===== src/rtl/fetch_pkg.sv =====
// Shared types and constants for the instruction-fetch stage:
// FSM encoding, the NOP presented to ID when empty, and the prefetch entry layout.
package fetch_pkg;

   typedef enum logic [1:0] {
      RUN  = 2'd0,
      WAIT = 2'd1,
      DROP = 2'd2
   } fetch_state_t;

   localparam logic [31:0] INST_NOP         = 32'h0000_0000;
   localparam logic [31:0] PC_RESET_DEFAULT = 32'h0000_0000;

   typedef struct packed {
      logic [31:0] pc;
      logic [31:0] inst;
   } fetch_entry_t;

endpackage


===== src/rtl/fetch_fifo.sv =====
// Prefetch FIFO of {pc, inst} entries with push, pop, flush and an occupancy count.
// Flush wins over push/pop; the caller never pops an empty FIFO or pushes a full one.
module fetch_fifo
   import fetch_pkg::*;
#(
   parameter  int DEPTH = 2,
   localparam int AW    = $clog2(DEPTH),
   localparam int CW    = AW + 1
) (
   input  logic         clk,
   input  logic         rst,
   input  logic         flush,
   input  logic         push,
   input  fetch_entry_t push_data,
   input  logic         pop,
   output logic [CW-1:0] count,
   output fetch_entry_t head
);

   fetch_entry_t  mem [DEPTH];
   logic [AW-1:0] wr_ptr;
   logic [AW-1:0] rd_ptr;

   always_ff @(posedge clk or posedge rst) begin
      if (rst) begin
         wr_ptr <= '0;
         rd_ptr <= '0;
         count  <= '0;
      end else if (flush) begin
         wr_ptr <= '0;
         rd_ptr <= '0;
         count  <= '0;
      end else begin
         if (push) wr_ptr <= wr_ptr + 1'b1;
         if (pop)  rd_ptr <= rd_ptr + 1'b1;
         if (push && !pop)      count <= count + 1'b1;
         else if (pop && !push) count <= count - 1'b1;
      end
   end

   // Storage needs no reset: the head is only meaningful while count is non-zero.
   always_ff @(posedge clk) begin
      if (push && !flush) mem[wr_ptr] <= push_data;
   end

   assign head = mem[rd_ptr];

endmodule


===== src/rtl/inst_fetch.sv =====
// MIPS IF stage: PC, single-outstanding imem req/ack, prefetch FIFO presenting {inst, pc} to ID.
// Define FETCH_STAT_EN to add the stat_fetch_cnt / stat_flush_cnt counters.
module inst_fetch
   import fetch_pkg::*;
#(
   parameter logic [31:0] PC_RESET   = PC_RESET_DEFAULT,
   parameter int          FIFO_DEPTH = 2
) (
   input  logic         clk,
   input  logic         rst,
   input  logic         if_en,
   input  logic         if_rst,
   input  logic         id_en,
   input  logic         redirect,
   input  logic [31:0]  redirect_pc,
   output logic         imem_req,
   output logic [31:0]  imem_addr,
   input  logic         imem_ack,
   input  logic [31:0]  imem_rdata,
   output logic         id_valid,
   output logic [31:0]  id_inst,
   output logic [31:0]  id_pc,
   output logic [31:0]  id_pc_next,
`ifdef FETCH_STAT_EN
   output logic [31:0]  stat_fetch_cnt,
   output logic [15:0]  stat_flush_cnt,
`endif
   output fetch_state_t dbg_state
);

   localparam int            CW      = $clog2(FIFO_DEPTH) + 1;
   localparam logic [CW-1:0] DEPTH_C = CW'(FIFO_DEPTH);

   fetch_state_t  state, state_nxt;
   logic [31:0]   fetch_pc, req_addr, flush_pc;
   logic [CW-1:0] count;
   fetch_entry_t  head, push_data;
   logic          flush, busy, push, pop;

   // imem handshake: once imem_req rises, imem_req/imem_addr hold until the cycle
   // imem_ack=1 (which may be the same cycle); that cycle completes the transfer.
   assign flush     = if_rst || redirect;
   assign flush_pc  = if_rst ? PC_RESET : {redirect_pc[31:2], 2'b00};
   assign busy      = imem_req && !imem_ack;
   assign push      = imem_req && imem_ack && (state != DROP) && !flush;
   assign pop       = id_valid && id_en && !flush;
   assign push_data = '{pc: imem_addr, inst: imem_rdata};

   always_ff @(posedge clk or posedge rst) begin
      if (rst) state <= RUN;
      else     state <= state_nxt;
   end

   always_comb begin
      state_nxt = state;
      if (flush) begin
         state_nxt = busy ? DROP : RUN;
      end else begin
         case (state)
            RUN:        state_nxt = busy ? WAIT : RUN;
            WAIT, DROP: state_nxt = imem_ack ? RUN : state;
            default:    state_nxt = RUN;
         endcase
      end
   end

   // Count < depth in RUN already accounts for the slot a new request reserves.
   always_comb begin
      imem_req  = 1'b0;
      imem_addr = fetch_pc;
      case (state)
         RUN:        imem_req = if_en && (count < DEPTH_C);
         WAIT, DROP: begin
            imem_req  = 1'b1;
            imem_addr = req_addr;
         end
         default:    imem_req = 1'b0;
      endcase
      if (rst) imem_req = 1'b0;
   end

   // req_addr keeps the original address of a request made stale by a redirect.
   always_ff @(posedge clk or posedge rst) begin
      if (rst) begin
         fetch_pc <= PC_RESET;
         req_addr <= PC_RESET;
      end else begin
         if (state == RUN && imem_req) req_addr <= fetch_pc;
         if (flush)     fetch_pc <= flush_pc;
         else if (push) fetch_pc <= fetch_pc + 32'd4;
      end
   end

   fetch_fifo #(.DEPTH(FIFO_DEPTH)) u_fifo (
      .clk       (clk),
      .rst       (rst),
      .flush     (flush),
      .push      (push),
      .push_data (push_data),
      .pop       (pop),
      .count     (count),
      .head      (head)
   );

   assign id_valid   = (count != '0);
   assign id_inst    = id_valid ? head.inst : INST_NOP;
   assign id_pc      = id_valid ? head.pc : 32'h0;
   assign id_pc_next = id_pc + 32'd4;
   assign dbg_state  = state;

`ifdef FETCH_STAT_EN
   always_ff @(posedge clk or posedge rst) begin
      if (rst) begin
         stat_fetch_cnt <= '0;
         stat_flush_cnt <= '0;
      end else begin
         if (push && stat_fetch_cnt != '1)  stat_fetch_cnt <= stat_fetch_cnt + 1'b1;
         if (flush && stat_flush_cnt != '1) stat_flush_cnt <= stat_flush_cnt + 1'b1;
      end
   end
`endif

endmodule

===== config.mk =====
export PLATFORM = sky130hd
export DESIGN_NAME = inst_fetch
export DESIGN_NICKNAME = d
export VERILOG_FILES = /design/src/rtl/fetch_pkg.sv /design/src/rtl/fetch_fifo.sv /design/src/rtl/inst_fetch.sv
export SDC_FILE = /design/constraint.sdc
export NUM_CORES = 1
export LEC_CHECK = 0
export ABC_AREA = 1
export CAP_MARGIN = 20
export CORE_MARGIN = 10
export CORE_UTILIZATION = 47
export CTS_CLUSTER_DIAMETER = 200
export DETAILED_ROUTE_END_ITERATION = 7
export GPL_TIMING_DRIVEN = 0
export PLACE_DENSITY_LB_ADDON = 0.08
export SYNTH_ARGS = -nofsm -noshare
export SYNTH_HDL_FRONTEND = slang
export SYNTH_SLANG_ARGS = --single-unit
export TNS_END_PERCENT = 5

===== constraint.sdc =====
create_clock -name clk -period 4 [get_ports clk]
set_input_delay 0.8 -clock clk [delete_from_list [all_inputs] [get_ports clk]]
set_output_delay 0.8 -clock clk [all_outputs]
set_load 0.005 [all_outputs]

==> metrics.md <==
| Metric | Value |
|---|---|
| Final Skew | `0.0151 ns` |
| # clock sinks | `190` |
| Setup CP Type | `reg -> out` |
| Core footprint | `0.0204 mm2` |
| Total of max-cap violations | `0` |
| Final global-route overflow total | `0` |
| CP max FO | `10` |
| Netlist cell types | `36` |
| Hpwl dp | `21800 um` |
| Syn avg cell area | `8.17 um2` |
| Slew Limit Headroom | `38.9%` |
| Crit path cell chain | `buf_6 > clkinv_4 > nor2_1 > nor2_1 > nand2_2 > inv_1 > ha_2 > nand3_1 > nor2_4 > inv_2 > nor2_4 > xor2_1 > clkdlybuf4s50_1` |
| GR Util All Layers | `20.4%` |
| Final ANT Viol Nets | `0` |
| Mux cell area share after synthesis | `0%` |
| Ys Warns | `0` |
| Largest net degree at the start of global routing | `67` |
| HP Class | `reg -> reg` |
| Tmin final | `3.79 ns` |
| Simple-gate portion of the synthesized area | `27.6%` |
| Status | `complete, no violations` |
| Clk_lat worst skew | `0.44 ns` |
| Die Area | `0.0270 mm2` |
| Share of the synthesized area in the top cell type | `38.0%` |
| Top delay family on crit path | `buffers and inverters` |
| Final Setup Violations | `0` |
| Die H | `164 um` |
| TritonCTS Buffers | `17` |
| Seq/Total Area, Yosys | `54.9%` |
| Crit path launch type | `flop` |
| DR DRC count | `0` |
| Worst path arrival time | `2.99 ns` |
| Area leader, netlist | `edfxtp_1` |
| CP bufs+invs | `5` |
| Count of state elements after synthesis | `190` |
| IO Pins | `203` |
| H-tree levels | `4` |
| Endpoint type of the worst setup path | `primary output` |
| Die W | `164 um` |
| Postcts setup bufs | `0` |
| Drt wl/cell | `16.4 um` |
| Share of layout cells above drive strength 1 | `6.57%` |
| F_max | `0.264 GHz` |
| Worst-Margin Slew | `0.916 ns` |
| Static leakage | `5.11 nW` |
| Synthesized area | `0.00979 mm2` |
| Setup_tns | `0 ns` |
| Filler cell count | `1834` |
| Final max-slew violation count | `0` |
| Commonest non-fill, non-tap cell in the layout | `nand2_1` |
| Final period util | `94.7%` |
| Diode count | `0` |
| Final hold vios | `0` |
| First-pass GRT wire length | `43100 um` |
| Nets | `1493` |
| Post-Synthesis Cells | `1198` |
| DR iter-0 viols | `635` |
| Post-synthesis compound-gate area fraction | `8.60%` |
| Most frequent cells in the layout | `nand2_1, clkdlybuf4s50_1, nor2_1, edfxtp_1, inv_1` |
| Adder-Cell Fraction of Synth Area | `0.639%` |
| RePlAce Congestion | `0.988` |
| I/O Buffers | `194` |
| Main combinational cell family by area after synthesis | `simple AND/OR/NAND/NOR gates` |
| Drt total wl | `27900 um` |
| Initial Utilization | `48.1%` |
| Synth area leaders | `edfxtp_1, nand2_1, dfrtp_1` |
| Crit path max-delay cell type | `clkdlybuf4s50_1` |
| Non-Filler Instances | `1700` |
| Avg Vias per Cell | `4.98` |
| Dpl cells | `1670` |
| VDD IR max | `0.351 mV` |
| Area Growth Syn to Fin | `30.3%` |
| Xor/xnor cell area share of the yosys netlist | `1.43%` |
| FF-to-FF setup slack | `1.08 ns` |
| Largest stage delay, worst path | `0.52 ns` |
| Initial antenna violation count | `0` |
| Drt pass-1 iters | `5` |
| CTS tree | `yes` |
| Rows | `52` |
| Clock Path Buffers | `2` |
| CTS Root Cell | `clkbuf_16` |
| Number of global-route vias before repair | `8109` |
| Cts-stage hold buffer count | `0` |
| Via Count | `8473` |
| Critical path required time | `3.20 ns` |
| Reg clk slew, reported paths | `0.07 ns` |
| Power Density | `355 mW/mm2` |
-- cell type report --
| cell class | count | area, um2 | share of cell area [%] |
|---|---|---|---|
| Tap cell | 270 | 338 | 2.65 |
| Buffer | 50 | 268 | 2.10 |
| Clock buffer | 17 | 425 | 3.34 |
| Clock inverter | 15 | 174 | 1.36 |
| Multi-Input combinational cell | 861 | 3790 | 29.7 |
| Timing Repair Buffer | 197 | 2000 | 15.7 |
| Inverter | 100 | 385 | 3.02 |
| Sequential cell | 190 | 5380 | 42.1 |
-- Yosys cell counts (all sizes together) --
master and count:
dfrtp 66, nand4 2, o21a 1, nand2 462
o31ai 1, o211ai 2, clkinv 1, xor2 16
inv 99, o21ai 80, buf 32, ha 5
nor3 1, nor2 140, nand3b 1, conb 1
edfxtp 124, a22oi 1, a31oi 2, clkbuf 20
a21boi 1, a21oi 74, nand3 64, or2 1
a32o 1
-- report_power, final --
part / switching (W) / leakage, nW / internal (W) / total (W)
Clock: 0.000844 / 0.293 / 0.000855 / 0.00170
Sequential: 0.0000740 / 1.99 / 0.00221 / 0.00228
Combinational: 0.000304 / 2.83 / 0.000244 / 0.000548
-- per-layer routing --
layer  vias up  track usage (%)  routed length, um
met3        37             4.16               1880
li1       4297                -                  -
met2       243             33.9              13300
met5         -                0                  0
met1      3896             25.8              12200
met4         0             7.15                556
-- state kept, by name, summed over array words and instances, names as in the netlist --
register       flops
u_fifo.rd_ptr      1
req_addr          30
u_fifo.mem       124
u_fifo.count       2
dbg_state          2
u_fifo.wr_ptr      1
fetch_pc          30
-- cell families after synthesis --
group	count (synthesis)
xor+xnor	16
other cells	1
buf+inv	152
compound gates	163
flops	190
fa+ha+maj	5
simple gates	671
-- path summary, 6_finish.rpt --
check,from,to,cells past startpoint
max,u_fifo.rd_ptr,id_pc_next[10],13
min,req_addr[28],req_addr[28],2
max reg2reg,dbg_state[0],u_fifo.mem[0][41],10
min reg2reg,req_addr[28],req_addr[28],2
max in group asynchronous,rst,req_addr[16],2
min in group asynchronous,rst,u_fifo.count[0],2
-- through the flow --
step                      utilization, %  hold WS (ns)  total power, W  setup WS [ns]  cell area [um2]
after floorplan                        -         0.453         0.00257          0.620             9810
after global placement              59.4         0.465         0.00286         -0.880            12100
after detailed placement            59.7         0.472         0.00288          0.279            12200
after CTS                           62.6         0.490         0.00456         0.0950            12700
after global routing                62.6         0.504         0.00471       -0.00961            12800
final                               62.6         0.486         0.00453          0.212            12800
-- repair_timing --
action	4_1_cts	5_1_grt
gates cloned	0	0
endpoints found under the hold margin	0	0
setup endpoints to repair	7	5
gates resized for setup	0	2
-- tightest hold or removal path, cell delays in order (launching register included) --
cell,delay [ns]
dfrtp_1,0.35
nand2_1,0.05
o21ai_0,0.05
No activity file was read; power rests on OpenSTA's default activity.
